`src/rtl/line_executor_pkg.sv`:
```
// Shared types and sizing for the line executor: sequencer states, opcodes
// and register-file geometry.
package line_executor_pkg;

    localparam int NUM_REGS   = 8;
    localparam int REG_IDX_W  = 3;
    localparam int LINE_BYTES = 4;
    localparam int MUL_CYCLES = 8;

    typedef enum logic [3:0] {
        SRST, SR1, SR2, SR3, SR4, SCALC, SWRITE, SNXT, SFINISH, SERR
    } SequencerState;

    typedef enum logic [7:0] {
        OP_NOP  = 8'h00,
        OP_ADD  = 8'h01,
        OP_SUB  = 8'h02,
        OP_AND  = 8'h03,
        OP_OR   = 8'h04,
        OP_XOR  = 8'h05,
        OP_LDI  = 8'h06,
        OP_MUL  = 8'h07,
        OP_JNZ  = 8'h08,
        OP_HALT = 8'hFF
    } Opcode;

    // Ops whose result lands in R[rd] during SWRITE.
    function automatic logic writes_rd(input logic [7:0] op);
        return (op >= OP_ADD) && (op <= OP_MUL);
    endfunction

endpackage

```
`src/rtl/mul8_shift_add.sv`:
```
// Iterative 8x8 -> low-8 multiplier, one shift-add partial product per
// enabled cycle; product is valid combinationally in the cycle done is high.
module mul8_shift_add
    import line_executor_pkg::*;
(
    input  logic       clk,
    input  logic       rst,
    input  logic       clr,
    input  logic       en,
    input  logic [7:0] a,
    input  logic [7:0] b,
    output logic [7:0] product,
    output logic       done
);

    logic [2:0] step_idx;
    logic [7:0] acc;
    logic [7:0] term;

    // The current step's term is folded in combinationally so the final
    // product is ready in the last step, without an extra cycle.
    assign term    = b[step_idx] ? (a << step_idx) : 8'h00;
    assign product = acc + term;
    assign done    = (step_idx == 3'(MUL_CYCLES - 1));

    // NOTE: sequential state uses non-blocking assignments so every flop
    // samples pre-edge values regardless of statement order.
    always_ff @(posedge clk or posedge rst) begin
        if (rst) begin
            step_idx <= '0;
            acc      <= '0;
        end else if (clr) begin
            step_idx <= '0;
            acc      <= '0;
        end else if (en && !done) begin
            acc      <= product;
            step_idx <= step_idx + 3'd1;
        end
    end

endmodule

```
`src/rtl/line_executor.sv`:
```
// Fetch/execute datapath driven by the CPU sequencer state: fetches a 4-byte
// line, executes it, writes back, advances pc and reports line status strobes.
module line_executor
    import line_executor_pkg::*;
(
    input  logic                 clk,
    input  logic                 rst,
    input  SequencerState        q,
    output logic [7:0]           mem_addr,
    input  logic [7:0]           mem_rdata,
    output logic                 nxt_line,
    output logic                 finish,
    output logic                 err,
    output logic [7:0]           pc,
    input  logic [REG_IDX_W-1:0] dbg_sel,
    output logic [7:0]           dbg_data
);

    logic [7:0] regs [NUM_REGS];
    logic [7:0] op, rd, rs1, imm;
    logic [7:0] result;
    logic [7:0] src_a, src_b, alu_out, mul_product;
    logic       mul_done, done, bad, taken;
    logic       rd_bad, rs1_bad, rs2_bad;

    assign src_a    = regs[rs1[REG_IDX_W-1:0]];
    assign src_b    = regs[imm[REG_IDX_W-1:0]];
    assign dbg_data = regs[dbg_sel];

    assign rd_bad  = |rd[7:REG_IDX_W];
    assign rs1_bad = |rs1[7:REG_IDX_W];
    assign rs2_bad = |imm[7:REG_IDX_W];

    always_comb begin
        mem_addr = pc;
        unique case (q)
            SR2:     mem_addr = pc + 8'd1;
            SR3:     mem_addr = pc + 8'd2;
            SR4:     mem_addr = pc + 8'd3;
            default: mem_addr = pc;
        endcase
    end

    // NOTE: every always_comb output gets a default first so no path can
    // leave it unassigned and infer a latch.
    always_comb begin
        bad     = 1'b0;
        alu_out = 8'h00;
        case (op)
            OP_NOP, OP_HALT: bad = 1'b0;
            OP_LDI:  begin bad = rd_bad; alu_out = imm; end
            OP_JNZ:  bad = rd_bad;
            OP_ADD:  begin bad = rd_bad | rs1_bad | rs2_bad; alu_out = src_a + src_b; end
            OP_SUB:  begin bad = rd_bad | rs1_bad | rs2_bad; alu_out = src_a - src_b; end
            OP_AND:  begin bad = rd_bad | rs1_bad | rs2_bad; alu_out = src_a & src_b; end
            OP_OR:   begin bad = rd_bad | rs1_bad | rs2_bad; alu_out = src_a | src_b; end
            OP_XOR:  begin bad = rd_bad | rs1_bad | rs2_bad; alu_out = src_a ^ src_b; end
            OP_MUL:  begin bad = rd_bad | rs1_bad | rs2_bad; alu_out = mul_product; end
            default: bad = 1'b1;
        endcase
    end

    assign done     = (op == OP_MUL) ? mul_done : 1'b1;
    assign err      = (q == SCALC) && bad;
    assign finish   = (q == SCALC) && (op == OP_HALT) && !bad;
    assign nxt_line = (q == SCALC) && done && !bad && (op != OP_HALT);
    assign taken    = (op == OP_JNZ) && (regs[rd[REG_IDX_W-1:0]] != 8'h00);

    mul8_shift_add u_mul (
        .clk     (clk),
        .rst     (rst),
        .clr     (q != SCALC),
        .en      ((q == SCALC) && (op == OP_MUL)),
        .a       (src_a),
        .b       (src_b),
        .product (mul_product),
        .done    (mul_done)
    );

    always_ff @(posedge clk or posedge rst) begin
        if (rst) begin
            pc     <= '0;
            op     <= '0;
            rd     <= '0;
            rs1    <= '0;
            imm    <= '0;
            result <= '0;
            // NOTE: the register file is reset here because its zero state is
            // architecturally visible; larger RAM-style arrays normally are not.
            for (int i = 0; i < NUM_REGS; i++) regs[i] <= '0;
        end else begin
            case (q)
                SR1:     op  <= mem_rdata;
                SR2:     rd  <= mem_rdata;
                SR3:     rs1 <= mem_rdata;
                SR4:     imm <= mem_rdata;
                SCALC:   if (done) result <= alu_out;
                SWRITE:  if (writes_rd(op)) regs[rd[REG_IDX_W-1:0]] <= result;
                SNXT:    pc <= taken ? imm : pc + 8'(LINE_BYTES);
                default: ;
            endcase
        end
    end

endmodule

```
`config.mk`:
```
export PLATFORM = sky130hd
export DESIGN_NAME = line_executor
export DESIGN_NICKNAME = d
export VERILOG_FILES = /design/src/rtl/line_executor_pkg.sv /design/src/rtl/mul8_shift_add.sv /design/src/rtl/line_executor.sv
export SDC_FILE = /design/constraint.sdc
export NUM_CORES = 1
export LEC_CHECK = 0
export ABC_AREA = 0
export CORE_UTILIZATION = 60
export DETAILED_ROUTE_END_ITERATION = 7
export GPL_ROUTABILITY_DRIVEN = 0
export HOLD_SLACK_MARGIN = 0.02
export PLACE_DENSITY = 0.81
export SETUP_SLACK_MARGIN = 0.2
export SKIP_CTS_REPAIR_TIMING = 1
export SLEW_MARGIN = 0
export SYNTH_ARGS = -nofsm -noshare
export SYNTH_HDL_FRONTEND = slang
export SYNTH_HIERARCHICAL = 1
export SYNTH_SLANG_ARGS = --single-unit
export TNS_END_PERCENT = 10
```
`constraint.sdc`:
```
create_clock -name clk -period 11.35 [get_ports clk]
set_clock_uncertainty 0.05 [all_clocks]
set_input_delay 1.135 -clock clk [delete_from_list [all_inputs] [get_ports clk]]
set_output_delay 1.135 -clock clk [all_outputs]
set_load 0.05 [all_outputs]
```
==> flow_summary.yaml, run 1 <==
yosys:
  syn_avg_cell_area_sq_um: 11.4
  ys_seq_elements: 123
  ys_warn_count: 6
  synth_cells: 764
  async_flop_share: 1.00
  netlist_area_sq_um: 8710
  synth_flop_cell: "dfrtp_1"
  synth_sequential_area_ratio: 0.353
  syn_nets: 820
  synth_edf_count: 0
  synth_cell_type_count: 67
global_route:
  grt_max_degree: 65
  grt_pass1_vias: 7032
  antenna_found_initial: 0
  overflow: 0
  grt_pass1_wl_mm: 38.6
  grt_use_total: 0.348
clock_tree:
  h-tree-depth: 4
  cts_buffer_depth: 2
  cts_sinks: 123
  ctsRootBufferMaster: "clkbuf_16"
  insertion_delay_ps: 420
  cts_tree: "yes"
  cts_buffers: 17
  cts.clk_slew.worst_paths_ps: 60
worst_setup_path:
  worstPathCellList: "clkdlybuf4s50_1 -> nor4b_2 -> nor2_1 -> nor2_1 -> a21oi_1 -> nor3b_1 -> xor2_1 -> clkdlybuf4s50_1"
  r2r_setup_slack_ps: 5540
  startpoint: "q[0]"
  max_stage_delay_ps: 1140
  slowest_stage: "nor4b_2"
  start_kind: "input port"
  crit_type: "input port to output pin"
  cp-end-kind: "output pin"
  cp.required_ps: 10170
  r2r.worst_path.cells: 18
  arrival_ps: 4650
  regToRegEndpoint: "result[7]"
  crit_fanout: 10
  r2r-start: "imm[1]"
timing:
  worst_pin_slew_ps: 1270
  fin_tns_setup_ps: 0
  finalCritPeriodShare: 0.514
  fmax_mhz: 171
  maxSlewHeadroom: 0.148
  holdWs_ps: 423
  grt_setup_unrepaired: "false"
  min_period_ps: 5830
  finalSetupViolCount: 0
  slew_viol_final: 0
  hold_viol_final: 0
cells_and_area:
  antenna_cells: 0
  final_cells: 979
  syn_to_final_growth_pct: 12.2
  final_core_util: 0.697
  drive_gt1_frac: 0.248
  final_common_cell: "dfrtp_1"
  ff_latch_area_sq_um: 3080
  multi_input_area_sq_um: 5290
  fillCellCount: 988
  layout_common_cells: "dfrtp_1 (123), mux2_2 (92), nand2_1 (63), mux4_2 (51), clkdlybuf4s50_1 (43)"
  final_nets: 842
route:
  drt-total-wl_mm: 24.2
  vias: 7061
  first_iter_violations: 833
  ant_nets: 0
  vias_per_cell: 7.21
  drtPass1Iterations: 5
  avgRoutedWirePerCell_um: 24.8
  drc: 0
hold_path:
  hold_depth: 2
  hp-start: "rs1[5]"
  hold_class: "flop to flop"
  holdPathEnd: "rs1[5]"
power_and_ir_drop:
  powerDensity_nw_per_um2: 142
  seqPwrFrac: 0.401
  irDropWorstVdd_mv: 0.117
  totalPowerFinal_w: 0.00139
  combPwrFrac: 0.204
  p_clk_frac: 0.395
  switching_share: 0.327
  p_int_w: 0.000935
  p_switching_w: 0.000455
  power_leakage_nw: 4.47
flow_run:
  maxCapViolations: 0
floorplanning:
  ios: 44
  die_y_um: 123
  rows: 43
  core-area_sq_um: 14000
  initial_core_util: 0.621
  die-area_sq_um: 15000
  die_x_um: 123
placed_design:
  io_buffers: 43
  dp_cells: 947
  dpl.hpwl_mm: 17.0
run_status:
  run_status: "finished clean"
[layout make-up]
class | count | share of cell area
Sequential cell | 123 | 0.315
Inverter | 38 | 0.0148
Timing Repair Buffer | 46 | 0.0463
Tap cell | 180 | 0.0230
Clock inverter | 13 | 0.0145
Multi-Input combinational cell | 560 | 0.540
Clock buffer | 19 | 0.0463
[metrics by stage]
stage | instance area, sq um | setup slack [ps]
floorplan | 8710 | 6480
CTS | 9780 | 5590
detailed placement | 9190 | 5560
global route | 9780 | 5140
global placement | 9190 | 5780
finish | 9780 | 5520
[worst max path at each step]
stage,endpoint,slack [ps]
2_1_floorplan,mem_addr[6],6480
3_3_place_gp,mem_addr[6],5780
3_5_place_dp,mem_addr[6],5560
4_1_cts,mem_addr[6],5590
5_1_grt,result[7],5140
6_report,mem_addr[6],5520
[metal layers]
layer,routed length [um],GRT usage
met5,0,0
met4,1080,0.166
met3,2220,0.0716
met2,11600,0.561
met1,9290,0.449
[Yosys cell counts (9+ instances only)]
library cell	count	area (sq um)
a21oi_1	37	185
and3_1	15	93.8
buf_2	16	80.1
clkbuf_1	17	63.8
dfrtp_1	123	3080
ha_1	36	450
inv_1	38	143
mux2_2	92	1040
mux2i_1	21	210
mux4_1	12	315
mux4_2	51	1150
nand2_1	63	236
nand3_1	18	90.1
nor2_1	32	120
nor2b_1	9	56.3
nor3_1	20	100
nor4_1	11	68.8
o21ai_0	21	105
xnor2_1	17	149
xor2_1	10	87.6
[kinds of logic (layout without fill, tap and decap cells)]
group / Yosys count / in the layout / synth area share
AND/OR/NAND/NOR: 210 / 210 / 0.131
buffers and inverters: 81 / 116 / 0.0402
AO/OA/AOI/OAI: 105 / 105 / 0.0752
adder cells (fa/ha/maj): 39 / 39 / 0.0586
XOR/XNOR: 27 / 27 / 0.0271
flip-flops: 123 / 123 / 0.353
multiplexers: 179 / 179 / 0.315
[sequential cells by signal (all words and copies together) (netlist names)]
name	cells
pc	8
result	8
u_mul/step_idx	3
rs1	8
rd	8
op	8
u_mul/acc	8
imm	8
regs	64
[power groups by stage]
stage | Sequential [W] | Combinational (W) | Clock (W)
2_1_floorplan | 0.000522 | 0.000236 | 0
3_3_place_gp | 0.000556 | 0.000271 | 0
3_5_place_dp | 0.000562 | 0.000277 | 0
4_1_cts | 0.000555 | 0.000280 | 0.000554
5_1_grt | 0.000565 | 0.000302 | 0.000573
6_report | 0.000558 | 0.000283 | 0.000549
[critical path: cells and delay by family]
kind            cells  cell delay [ps]
simple gates        4             1890
buf+inv             2             1370
xor+xnor            1              180
compound gates      1               60
Note: power is estimated with default switching activity, not from simulation.
==> run 2, diff against run 1 <==
--- a/config.mk
+++ b/config.mk
@@ -6,11 +6,11 @@
 export NUM_CORES = 1
 export LEC_CHECK = 0
 export ABC_AREA = 0
-export CORE_UTILIZATION = 60
+export CORE_UTILIZATION = 56
 export DETAILED_ROUTE_END_ITERATION = 7
 export GPL_ROUTABILITY_DRIVEN = 0
 export HOLD_SLACK_MARGIN = 0.02
-export PLACE_DENSITY = 0.81
+export PLACE_DENSITY = 0.79
 export SETUP_SLACK_MARGIN = 0.2
 export SKIP_CTS_REPAIR_TIMING = 1
 export SLEW_MARGIN = 0
==> constraint.sdc (replaced) <==
create_clock -name clk -period 4.8 [get_ports clk]
set_clock_uncertainty 0.05 [all_clocks]
set_input_delay 0.48 -clock clk [delete_from_list [all_inputs] [get_ports clk]]
set_output_delay 0.48 -clock clk [all_outputs]
set_load 0.05 [all_outputs]
==> run 2 against run 1 <==
  * Worst hold slack worse by 32 ps
  * Worst setup slack worse by 5400 ps
  * Core utilization decreased by 2.0 points
  * Routed wire length is 2.3% higher
  * Combinational power grew to 3.0 times the previous value
  * First-iteration DRC count is 19% higher
  * Total power grew 140%
  * Sequential share of layout area fell by 1.5 points
  * Clock-buffer cell count stayed put
  * Global-route usage is 2.8 points lower
  * Via count up 0.82%
==> flow_summary.yaml, run 2 (same netlist as run 1, synthesis figures left out) <==
worst_setup_path:
  crit_fanout: 5
  cp.required_ps: 5050
  r2r.worst_path.cells: 18
  arrival_ps: 4910
  r2r-start: "imm[1]"
  regToRegEndpoint: "result[7]"
  startpoint: "imm[1]"
  crit_type: "flop to flop"
  start_kind: "flop"
  r2r_setup_slack_ps: 140
  cp-end-kind: "flop"
global_route:
  grt_pass1_wl_mm: 39.3
  grt_max_degree: 82
  grt_pass1_vias: 7141
  overflow: 0
  antenna_found_initial: 0
  grt_use_total: 0.320
timing:
  worst_pin_slew_ps: 1140
  min_period_ps: 4660
  hold_viol_final: 0
  maxSlewHeadroom: 0.235
  grt_setup_unrepaired: "true"
  fmax_mhz: 215
  finalSetupViolCount: 0
  holdWs_ps: 391
  finalCritPeriodShare: 0.970
  slew_viol_final: 0
power_and_ir_drop:
  power_leakage_nw: 4.62
  powerDensity_nw_per_um2: 326
  totalPowerFinal_w: 0.00335
  p_switching_w: 0.00111
  switching_share: 0.332
  p_clk_frac: 0.375
  seqPwrFrac: 0.376
  p_int_w: 0.00224
  combPwrFrac: 0.249
  irDropWorstVdd_mv: 0.260
clock_tree:
  cts.clk_slew.worst_paths_ps: 60
  ctsRootBufferMaster: "clkbuf_16"
  cts_buffers: 17
  cts_tree: "yes"
  cts_buffer_depth: 2
  cts_sinks: 123
  h-tree-depth: 4
  insertion_delay_ps: 430
cells_and_area:
  layout_common_cells: "dfrtp_1 (120), mux2_2 (92), nand2_1 (62), mux4_2 (58), buf_4 (37)"
  syn_to_final_growth_pct: 18.0
  final_common_cell: "dfrtp_1"
  final_nets: 880
  fillCellCount: 1073
  antenna_cells: 0
  largest_register: "regs"
  drive_gt1_frac: 0.337
  final_design_area_no_fill_sq_um: 10300
  largest_reg_flops: 64
  final_core_util: 0.676
hold_path:
  hold_class: "input port to asynchronous set/reset pin"
route:
  first_iter_violations: 994
  ant_nets: 0
  vias_per_cell: 6.95
  avgRoutedWirePerCell_um: 24.2
  drc: 0
  vias: 7119
  drtPass1Iterations: 7
  drt-total-wl_mm: 24.8
floorplanning:
  die-area_sq_um: 16100
  die_y_um: 127
  initial_core_util: 0.573
  die_x_um: 127
  rows: 45
  ios: 44
  core-area_sq_um: 15200
placed_design:
  io_buffers: 43
  dpl-instance-area_sq_um: 9450
  dpl.hpwl_mm: 17.4
run_status:
  run_status: "finished clean"
flow_run:
  maxCapViolations: 0
run 2: worst max path at each step:
stage                            to  slack (ps)
final                     result[7]         140
after global routing      result[6]           9
after CTS                 result[6]        -210
after detailed placement  result[6]        -170
after global placement    result[7]          50
after floorplan           result[7]         210
run 2: metrics by stage:
stage / setup TNS [ps] / setup slack, ps / instances
global route: 0 / 9.43 / 1025
detailed placement: -326 / -175 / 978
floorplan: 0 / 210 / 764
finish: 0 / 143 / 1025
global placement: 0 / 54.5 / 978
CTS: -370 / -207 / 1010
run 2: worst max-delay path, cell delays in order (launching register included):
cell      delay [ps]
dfrtp_2          410
buf_6            150
buf_4            120
mux4_1           560
mux2i_2          230
inv_1            100
mux4_2           550
a21boi_4         210
a21oi_1           90
ha_1             350
nor2b_1          160
a311oi_2         270
xor2_1           280
xnor2_1          110
mux4_2           460
nand2_1           70
o21ai_1           70
a22oi_1          180
o31ai_1          100
run 2: metal layers:
metal,vias to the layer above,track usage,wire length (um)
met5,-,0,0
met4,0,0.143,1220
met3,140,0.0734,2400
met2,459,0.516,11800
met1,3533,0.414,9320
li1,2987,-,-
run 2: power groups by stage:
| stage | sequential (W) | clock (W) | combinational, W |
|---|---|---|---|
| floorplan | 0.00123 | 0 | 0.000559 |
| detailed placement | 0.00127 | 0 | 0.000791 |
| CTS | 0.00125 | 0.00127 | 0.000795 |
| finish | 0.00126 | 0.00126 | 0.000836 |
| global route | 0.00127 | 0.00131 | 0.000884 |
| global placement | 0.00127 | 0 | 0.000771 |
run 2: area by class of cell:
class,count,area (sq um),share of cell area
well taps,188,235,0.0229
flip-flops and latches,123,3080,0.300
repair buffers,84,845,0.0821
inverters,38,145,0.0141
multi-input cells,560,5400,0.525
clock buffers,19,443,0.0431
clock inverters,13,129,0.0125
==> run 3, diff against run 2 <==
--- a/config.mk
+++ b/config.mk
@@ -13,7 +13,6 @@
 export PLACE_DENSITY = 0.79
 export SETUP_SLACK_MARGIN = 0.2
 export SKIP_CTS_REPAIR_TIMING = 1
-export SLEW_MARGIN = 0
 export SYNTH_ARGS = -nofsm -noshare
 export SYNTH_HDL_FRONTEND = slang
 export SYNTH_HIERARCHICAL = 1
==> results of run 3 <==
No change in the layout: final DEF, timing and power equal those of run 2.
